<file path="config.mk">
export PLATFORM = sky130hd
export DESIGN_NAME = operand_frame_loader_flat
export DESIGN_NICKNAME = d
export VERILOG_FILES = /design/src/rtl/operand_loader_pkg.sv /design/src/rtl/operand_frame_loader_if.sv /design/src/rtl/frame_word_counter.sv /design/src/rtl/operand_frame_loader.sv /design/src/flat_wrapper.sv
export SDC_FILE = /design/constraint.sdc
export NUM_CORES = 1
export LEC_CHECK = 0
export BUFFER_PORTS_ARGS = -buffer_cell sky130_fd_sc_hd__buf_2
export CELL_PAD_IN_SITES_DETAIL_PLACEMENT = 1
export CELL_PAD_IN_SITES_GLOBAL_PLACEMENT = 1
export CORE_ASPECT_RATIO = 1.2
export CORE_MARGIN = 2
export CORE_UTILIZATION = 42
export CTS_CLUSTER_DIAMETER = 100
export DETAILED_ROUTE_END_ITERATION = 6
export GPL_TIMING_DRIVEN = 0
export PLACE_DENSITY_LB_ADDON = 0.1
export SYNTH_ARGS = -nofsm -noshare
export SYNTH_HDL_FRONTEND = slang
export SYNTH_SLANG_ARGS = --single-unit
</file>
<file path="constraint.sdc">
create_clock -name clk -period 2.3 [get_ports clk]
set_input_delay 0.46 -clock clk [delete_from_list [all_inputs] [get_ports clk]]
set_output_delay 0.46 -clock clk [all_outputs]
set_load 0.01 [all_outputs]
</file>
<file path="src/rtl/operand_loader_pkg.sv">
// Shared types and constants for the operand frame loader.
// Latency: none (declarations only).
// Backpressure: none (declarations only).
package operand_loader_pkg;

   localparam int WORD_W      = 16;
   localparam int FRAME_PAIRS = 4;

   typedef enum logic [1:0] {
      IDLE      = 2'd0,
      LOAD_DATA = 2'd1,
      LOAD_WGT  = 2'd2,
      PRESENT   = 2'd3
   } state_t;

   // Word-index counter width; a single-pair frame still needs a one-bit counter.
   function automatic int cnt_w(input int n);
      return (n > 1) ? $clog2(n) : 1;
   endfunction

endpackage

</file>
<file path="src/rtl/operand_frame_loader_if.sv">
// Word-stream input and frame output bundle of the operand frame loader.
// Latency: none (wiring only).
// Backpressure: in_ready throttles the word stream, out_ready holds the presented frame.
interface operand_frame_loader_if
   import operand_loader_pkg::*;
#(
   parameter int N = FRAME_PAIRS,
   parameter int W = WORD_W
) ();

   logic           in_valid;
   logic           in_ready;
   logic           in_sof;
   logic [W-1:0]   in_data;
   logic           out_valid;
   logic           out_ready;
   logic [N*W-1:0] out_data;
   logic [N*W-1:0] out_weights;
   logic           frame_err;

   // Word producer / frame consumer side.
   modport master (
      output in_valid, in_sof, in_data, out_ready,
      input  in_ready, out_valid, out_data, out_weights, frame_err
   );

   // Loader side.
   modport slave (
      input  in_valid, in_sof, in_data, out_ready,
      output in_ready, out_valid, out_data, out_weights, frame_err
   );

endinterface

</file>
<file path="src/rtl/frame_word_counter.sv">
// Word index within a load phase: clear, increment, wrap at N-1, terminal-count flag.
// Latency: count updates on the clock edge after clr/inc; tc is combinational from the count.
// Backpressure: none; the owner only pulses inc on accepted words.
module frame_word_counter
   import operand_loader_pkg::*;
#(
   parameter int N = FRAME_PAIRS
) (
   input  logic                clk,
   input  logic                rst,
   input  logic                clr,
   input  logic                inc,
   output logic [cnt_w(N)-1:0] cnt,
   output logic                tc
);

   localparam int CW = cnt_w(N);

   logic [CW-1:0] cnt_q;
   logic [CW-1:0] cnt_d;

   // Clear applies first so clr+inc together loads the value 1 (restart with word 0 stored).
   always_comb begin
      cnt_d = cnt_q;
      if (clr) begin
         cnt_d = '0;
      end
      if (inc) begin
         if (cnt_d == CW'(N - 1)) begin
            cnt_d = '0;
         end else begin
            cnt_d = cnt_d + CW'(1);
         end
      end
   end

   // Count register.
   always_ff @(posedge clk or negedge rst) begin
      if (!rst) begin
         cnt_q <= '0;
      end else begin
         cnt_q <= cnt_d;
      end
   end

   assign cnt = cnt_q;
   assign tc  = (cnt_q == CW'(N - 1));

endmodule

</file>
<file path="src/rtl/operand_frame_loader.sv">
// Assembles a serial word stream into N data + N weight words and presents them as one frame.
// Latency: out_valid rises the cycle after the last word of a frame is accepted.
// Backpressure: in_ready drops while a frame is presented; the frame is held until out_ready.
// Optional feature macro: OPERAND_LOADER_WEIGHT_KEEP_EN (sof header word, MSB=1 keeps old weights).
module operand_frame_loader
   import operand_loader_pkg::*;
#(
   parameter int N = FRAME_PAIRS,
   parameter int W = WORD_W
) (
   input  logic                  clk,
   input  logic                  rst,
   operand_frame_loader_if.slave bus
);

   localparam int CW = cnt_w(N);

   state_t         state_q, state_d;
   logic [N*W-1:0] data_q, data_d;
   logic [N*W-1:0] wgt_q, wgt_d;
   logic           in_ready_q, in_ready_d;
   logic           out_valid_q, out_valid_d;
   logic           err_q, err_d;
   logic           keep_q, keep_d;

   logic           cnt_clr;
   logic           cnt_inc;
   logic           cnt_tc;
   logic [CW-1:0]  cnt;

   logic           word_acc;
   logic           frame_acc;
   logic           start_frame;

   assign word_acc    = bus.in_valid && in_ready_q;
   assign frame_acc   = out_valid_q && bus.out_ready;
   // in_ready is low in PRESENT, so any accepted sof word opens a new frame.
   assign start_frame = word_acc && bus.in_sof;

   frame_word_counter #(.N(N)) u_cnt (
      .clk (clk),
      .rst (rst),
      .clr (cnt_clr),
      .inc (cnt_inc),
      .cnt (cnt),
      .tc  (cnt_tc)
   );

   // Next-state, storage writes and registered handshake outputs.
   always_comb begin
      state_d = state_q;
      data_d  = data_q;
      wgt_d   = wgt_q;
      err_d   = err_q;
      keep_d  = keep_q;
      cnt_clr = 1'b0;
      cnt_inc = 1'b0;

      unique case (state_q)
         IDLE: begin
            // Non-sof words are dropped here; sof handling is below.
         end
         LOAD_DATA: begin
            if (word_acc && !bus.in_sof) begin
               data_d[int'(cnt) * W +: W] = bus.in_data;
               cnt_inc = 1'b1;
               if (cnt_tc) begin
                  state_d = keep_q ? PRESENT : LOAD_WGT;
               end
            end
         end
         LOAD_WGT: begin
            if (word_acc && !bus.in_sof) begin
               wgt_d[int'(cnt) * W +: W] = bus.in_data;
               cnt_inc = 1'b1;
               if (cnt_tc) begin
                  state_d = PRESENT;
               end
            end
         end
         PRESENT: begin
            if (frame_acc) begin
               state_d = IDLE;
            end
         end
         default: begin
            state_d = IDLE;
         end
      endcase

      // A sof word always restarts framing; arriving mid-frame it flags the lost partial frame.
      if (start_frame) begin
         if (state_q != IDLE) begin
            err_d = 1'b1;
         end
         cnt_clr = 1'b1;
`ifdef OPERAND_LOADER_WEIGHT_KEEP_EN
         // Header word: only its MSB is used, the payload follows.
         keep_d  = bus.in_data[W-1];
         state_d = LOAD_DATA;
`else
         keep_d             = 1'b0;
         data_d[W-1:0]      = bus.in_data;
         if (N > 1) begin
            cnt_inc = 1'b1;
            state_d = LOAD_DATA;
         end else begin
            state_d = LOAD_WGT;
         end
`endif
      end

      in_ready_d  = (state_d != PRESENT);
      out_valid_d = (state_d == PRESENT);
   end

   // FSM state, frame storage and registered outputs.
   always_ff @(posedge clk or negedge rst) begin
      if (!rst) begin
         state_q     <= IDLE;
         data_q      <= '0;
         wgt_q       <= '0;
         in_ready_q  <= 1'b0;
         out_valid_q <= 1'b0;
         err_q       <= 1'b0;
         keep_q      <= 1'b0;
      end else begin
         state_q     <= state_d;
         data_q      <= data_d;
         wgt_q       <= wgt_d;
         in_ready_q  <= in_ready_d;
         out_valid_q <= out_valid_d;
         err_q       <= err_d;
         keep_q      <= keep_d;
      end
   end

   assign bus.in_ready    = in_ready_q;
   assign bus.out_valid   = out_valid_q;
   assign bus.out_data    = data_q;
   assign bus.out_weights = wgt_q;
   assign bus.frame_err   = err_q;

endmodule

</file>
<file path="src/flat_wrapper.sv">
// flat-port wrapper written by rule: the top's interface ports become plain ports
module operand_frame_loader_flat import operand_loader_pkg::*;
#(
   parameter int N = FRAME_PAIRS,
   parameter int W = WORD_W
)
  (clk, rst, bus_in_valid, bus_in_sof, bus_in_data, bus_out_ready, bus_in_ready, bus_out_valid, bus_out_data, bus_out_weights, bus_frame_err);
  operand_frame_loader_if #(.N(N), .W(W)) bus_i ();
  input  logic clk;
  input  logic rst;
  input wire logic [$bits(bus_i.in_valid)-1:0] bus_in_valid;
  input wire logic [$bits(bus_i.in_sof)-1:0] bus_in_sof;
  input wire logic [$bits(bus_i.in_data)-1:0] bus_in_data;
  input wire logic [$bits(bus_i.out_ready)-1:0] bus_out_ready;
  output wire logic [$bits(bus_i.in_ready)-1:0] bus_in_ready;
  output wire logic [$bits(bus_i.out_valid)-1:0] bus_out_valid;
  output wire logic [$bits(bus_i.out_data)-1:0] bus_out_data;
  output wire logic [$bits(bus_i.out_weights)-1:0] bus_out_weights;
  output wire logic [$bits(bus_i.frame_err)-1:0] bus_frame_err;
  assign bus_i.in_valid = bus_in_valid;
  assign bus_i.in_sof = bus_in_sof;
  assign bus_i.in_data = bus_in_data;
  assign bus_i.out_ready = bus_out_ready;
  assign bus_in_ready = bus_i.in_ready;
  assign bus_out_valid = bus_i.out_valid;
  assign bus_out_data = bus_i.out_data;
  assign bus_out_weights = bus_i.out_weights;
  assign bus_frame_err = bus_i.frame_err;
  operand_frame_loader #(.N(N), .W(W)) u_core (.clk(clk), .rst(rst), .bus(bus_i));
endmodule
</file>
* Yosys cells after proc, flatten, opt, wreduce, memory -nomap -nowiden
Cells that the tools add are included.
Widths: inputs -> output; s select.
** Cells by class
- $add $sub $neg :: 2
- Multiply operators :: 0
- Divide/modulo/power cells :: 0
- Magnitude comparators :: 0
- Equality and inequality tests :: 7
- Shift operators :: 2
- Multiplexer cells :: 19
- Bitwise logic cells :: 0
- Reduce and logical (&&, ||, !) cells :: 13
** Operators with widths (count)
- $bwmux 64 :: 2
- $shift 16x33->64 const A :: 1
- $shiftx 16x33->64 :: 1
- $mux 16 :: 3
- $neg 6->33 :: 1
- $mux 2 :: 9
- $eq 2x2->1 const B :: 5
- $reduce_and 2->1 :: 4
- $pmux 2 s3 :: 1
- $reduce_bool 2->1 :: 3
- $logic_and 1x1->1 :: 4
- $mux 1 :: 4
- $add 2x1->2 const B :: 1
- $eq 2x1->1 const B :: 1
- $ne 2x2->1 const B :: 1
- $reduce_or 2->1 :: 1
- $logic_not 1->1 :: 1
** Word-level totals
- Register bits after elaboration :: 135
- Latch bits :: 0
- Bits in writable memories :: 0
- Memory bits (read-only) :: 0
- Input bits :: 21
- Output and inout bits :: 131
- Logic and storage cells :: 51
- Memories :: 0

* Longest topological paths before layout
- Depth after elaboration :: 7
- Gate-level depth with buffers :: 8
- Mapped depth without buffers :: 5

* By module
A second synthesis with hierarchy kept.
** Unflattened totals
- Cell total of the unflattened synthesis :: 488
- Area, all modules :: 5252.5 µm²
** By module, submodules not included
- operand_frame_loader :: instances 1, cells an instance 480, area each 5153.7 µm², sequential area each 3328.2 µm²
- frame_word_counter :: instances 1, cells an instance 8, area each 98.8 µm², sequential area each 50.0 µm²

* Worst setup path before layout
OpenSTA, ideal clock, no wires.
- Kind :: reg2reg
- From :: register u_core.u_cnt.cnt_q[0], in the netlist u_core.u_cnt.cnt[0]
- To :: register u_core.data_q[10], in the netlist u_core.bus.out_data[10]
- Library setup time :: 0.064 ns
- Arrival :: 1.940 ns
- Required time :: 2.236 ns
- Path slack :: 0.296 ns
- Cell stages (with the launch flop) :: 7
- Path buffers :: 1
- Clock period less this slack :: 2.004 ns
- Cells stage by stage :: dfrtp_1 > inv_1 > ha_1 > or3b_4 > a211oi_4 > buf_6 > a22o_2
** Between the ends
- Cells in the longest elaborated chain, start to end :: 6
- Elaborated cells on any way between the ends :: 7
- Classes of those cells :: add/sub: 1; shift: 2; mux: 4
** RTL lines
- start: declaration :: line frame_word_counter.sv:19 : logic [CW-1:0] cnt_q;
- start signal: assignment :: line frame_word_counter.sv:42 : cnt_q <= cnt_d;
- $neg 6->33 (*) :: line operand_frame_loader.sv:65 : data_d[int'(cnt) * W +: W] = bus.in_data;
- $shiftx 16x33->64 or $shift 16x33->64 (tied branches) :: line operand_frame_loader.sv:65
- $bwmux 64 (*) :: line operand_frame_loader.sv:65
- $mux 16 (*) :: line operand_frame_loader.sv:64 : if (word_acc && !bus.in_sof) begin
- $mux 16 (*) :: line operand_frame_loader.sv:59 : unique case (state_q)
- $mux 16 (*) :: line operand_frame_loader.sv:92 : if (start_frame) begin
- end signal: assignment :: line operand_frame_loader.sv:129 : data_q <= data_d;
- end: declaration :: line operand_frame_loader.sv:19 : logic [N*W-1:0] data_q, data_d;
Every way passes the cells marked *; elsewhere a longest branch is shown, timed or not. The select of a mux whose other input is x is not followed.
A chain may end at the register's enable or synchronous reset.

* Worst setup path after layout
- From :: register u_core.u_cnt.cnt_q[0], in the netlist u_core.u_cnt.cnt[0]
- To :: register u_core.data_q[6], in the netlist u_core.bus.out_data[6]
Same word-level chain as after synthesis.

==> metrics.txt <==
Clk pin slew, worst setup/hold paths=roughly 0.060 ns; cell taking the most area after synthesis=dfrtp_1; ANT cells=0; Rows=46; Cell Int Power=0.00558 W; PD cells=1110 nW/µm²; initial antenna violation count=0; Post-Synthesis Cell Area=between 5000 and 6000 µm²; largest cells by area after synthesis=dfrtp_1 (61%), mux2_2 (20%), and2_1 (5.4%); TritonCTS clock tree=built; Area Overhead vs Synth=29.8%; first-pass GRT wire length=22100 µm; Design Area, Final=~7200 µm²; crit end category=register; via count=3760; share of total power in combinational logic=0.274; Worst Tran Pin Value=0.509 ns; Clk Tree Root Cell=clkbuf_16; library cells used by synthesis=37; Max VDD drop=~0.46 mV; drt pass-1 iters=4; top cell type's share of synthesized area=0.606; vias in the first global route=4030; Slew Viols, Final=0; syn avg cell area=14.6 µm²; Final Hold Viols=0; Vias/cell=5.11; # fillers=1345; Synth Flop Type=dfrtp_1; Worst EP arrival=2.49 ns; core area=13100 µm²; met3 WL=~630 µm; Pleak=4.00 nW; total CTS buffers=17; Clk pwr share=0.348; Top Layer Used=met4; Starting Density=0.426; CTS Sinks=135; maxcap violations=0; Storage cell area=3380 µm²; routed len/inst=19.4 µm; Final ANT Viol Nets=0; Die W=109 µm; # DRC=0; share of layout cells above drive strength 1=0.567; EDFF count, synth=0; Iter 0 DRT Violations=94; I/O pins=roughly 150; met2 WL post-DR=around 8000 µm; gr usage total=0.210; RSZ-0062 raised after global routing=no; post-synthesis async set-or-reset flop share=1.00; top-count cell post-synth=dfrtp_1; Required @ worst endpoint=2.60 ns; total nets after synthesis=412; Post-Syn Instances=382; CP startpoint kind=register; Die Span Y=130 µm; routability cong.=0.778; max_slew headroom=0.656; status=finished clean; Skew-Pair Late Insertion Delay=0.41 ns; dpl cell area=~6600 µm²; Die ar.=about 14000 µm²; Yosys reg bits=135; fin crit share=0.951; CP max stage cell=dfrtp_2; PnR worst setup slack=about 0.11 ns; gr ovfl total=0; Setup WS pre-CTS=-0.232 ns; Switch Pwr=0.00246 W; Clock H-tree levels=4; hpwl dp=10400 µm; Ys Warns=0; Setup CP Type=register to register; largest net degree at the start of global routing=86; max frequency=0.457 GHz; part of the power in registers=0.377; DRT met1 WL=5680 µm; sequential fraction of the synthesis area=0.606; PortBufs=151; CP max stage delay=0.50 ns; most frequent cells after synthesis=dfrtp_1 (135), mux2_2 (97), and2_1 (48); Nets=586; CTS Buffer Depth=2; multi-input combinational cell area=2100 µm²; Tmin final=2.19 ns; worst min path class=input pin to register; worst path cell trace=inv_1 > ha_2 > a21oi_1 > or2_2 > clkbuf_1 > buf_2 > a22o_2; final setup vio count=0; switch share=0.306; final setup skew=0.00851 ns; crit path max fanout=11; Routed WL=about 14000 µm
-- state kept, by name (all words and copies together) (netlist names) --
| name | flops |
|---|---|
| u_core.bus.out_data | 64 |
| u_core.bus.out_weights | 64 |
| u_core.state_q | 2 |
| u_core.u_cnt.cnt | 2 |
| u_core.bus.frame_err | 1 |
| u_core.bus.in_ready | 1 |
| u_core.bus.out_valid | 1 |
-- stage by stage --
stage	power (W)	util	std cells	hold slack [ns]	setup TNS [ns]
2_1_floorplan	0.00436	-	382	0.164	0
3_3_place_gp	0.00513	0.500	701	0.464	-131.69
3_5_place_dp	0.00525	0.503	702	0.437	-8.53
4_1_cts	0.00812	0.552	734	0.350	0
5_1_grt	0.00848	0.554	736	0.354	0
6_report	0.00804	0.554	736	0.367	0
-- cells in the final DEF, fill, tap and decap left out, drive strengths merged, types with 2 or more instances in the layout --
cell,synthesis,layout
mux2,97,97
nor3b,2,2
nand2,6,6
bufinv,0,3
and4b,2,2
nand3,6,6
dfrtp,135,135
and2,48,48
a22o,32,32
nor2,4,4
buf,12,166
clkbuf,6,26
a21oi,2,2
clkinvlp,0,2
a211oi,2,2
o21ai,2,2
clkinv,0,4
and3b,2,2
ha,9,9
inv,4,6
-- cell type report --
type | instances | area share
flip-flops and latches | 135 | 0.467
clock buffers | 20 | 0.0645
well taps | 168 | 0.0291
repair buffers | 155 | 0.113
plain buffers | 18 | 0.0140
clock inverters | 11 | 0.0202
multi-input cells | 225 | 0.290
inverters | 4 | 0.00208
-- worst paths after layout --
kind / to / depth (start not counted) / startpoint / slack, ns
worst max-delay path: u_core.bus.out_data[6]$_DFFE_PN0P_ / 7 / u_core.u_cnt.cnt[0]$_DFF_PN0_ / 0.11
worst min-delay path: u_core.bus.out_data[7]$_DFFE_PN0P_ / 2 / bus_in_data[7] / 0.37
worst max register to register: u_core.bus.out_data[6]$_DFFE_PN0P_ / 7 / u_core.u_cnt.cnt[0]$_DFF_PN0_ / 0.11
worst min register to register: u_core.bus.frame_err$_DFFE_PN0P_ / 1 / u_core.bus.frame_err$_DFFE_PN0P_ / 0.48
max in group asynchronous: u_core.u_cnt.cnt[0]$_DFF_PN0_ / 3 / rst / 0.94
min in group asynchronous: u_core.bus.out_data[24]$_DFFE_PN0P_ / 2 / rst / 0.57
-- routing by layer --
metal | vias to the layer above | track usage
met5 | - | 0
met2 | 101 | 0.380
met4 | 0 | 0.0679
met3 | 14 | 0.0455
met1 | 1947 | 0.245
li1 | 1698 | -
-- worst max-delay path, delay by kind of cell, from the launching register on --
family	cells	cell delay [ns]
AO/OA/AOI/OAI	2	0.42
buffers and inverters	3	0.58
adder cells (fa/ha/maj)	1	0.29
AND/OR/NAND/NOR	1	0.29
flip-flops	1	0.50
-- logic make-up (layout without fill, tap and decap cells) --
kind of cell	Yosys count	in the layout	synth area share
buffers and inverters	22	208	0.0204
multiplexers	97	97	0.196
adder cells (fa/ha/maj)	9	9	0.0202
AO/OA/AOI/OAI	45	45	0.0712
flip-flops	135	135	0.606
AND/OR/NAND/NOR	74	74	0.0858
-- power groups by stage --
stage | sequential [W] | clock [W] | combinational [W]
6_report | 0.00303 | 0.00280 | 0.00221
2_1_floorplan | 0.00321 | 0 | 0.00115
3_5_place_dp | 0.00306 | 0 | 0.00219
4_1_cts | 0.00303 | 0.00286 | 0.00223
3_3_place_gp | 0.00304 | 0 | 0.00210
5_1_grt | 0.00309 | 0.00296 | 0.00243
-- what timing repair did --
| item | 4_1_cts | 5_1_grt |
|---|---|---|
| pin swaps | 0 | 1 |
| buffers inserted | 0 | 2 |
| resized for setup | 3 | 6 |
| endpoints found under the setup margin | 56 | 50 |
| hold buffers | 1 | 0 |
| endpoints found under the hold margin | 18 | 0 |
(Power assumes the default switching activity.)
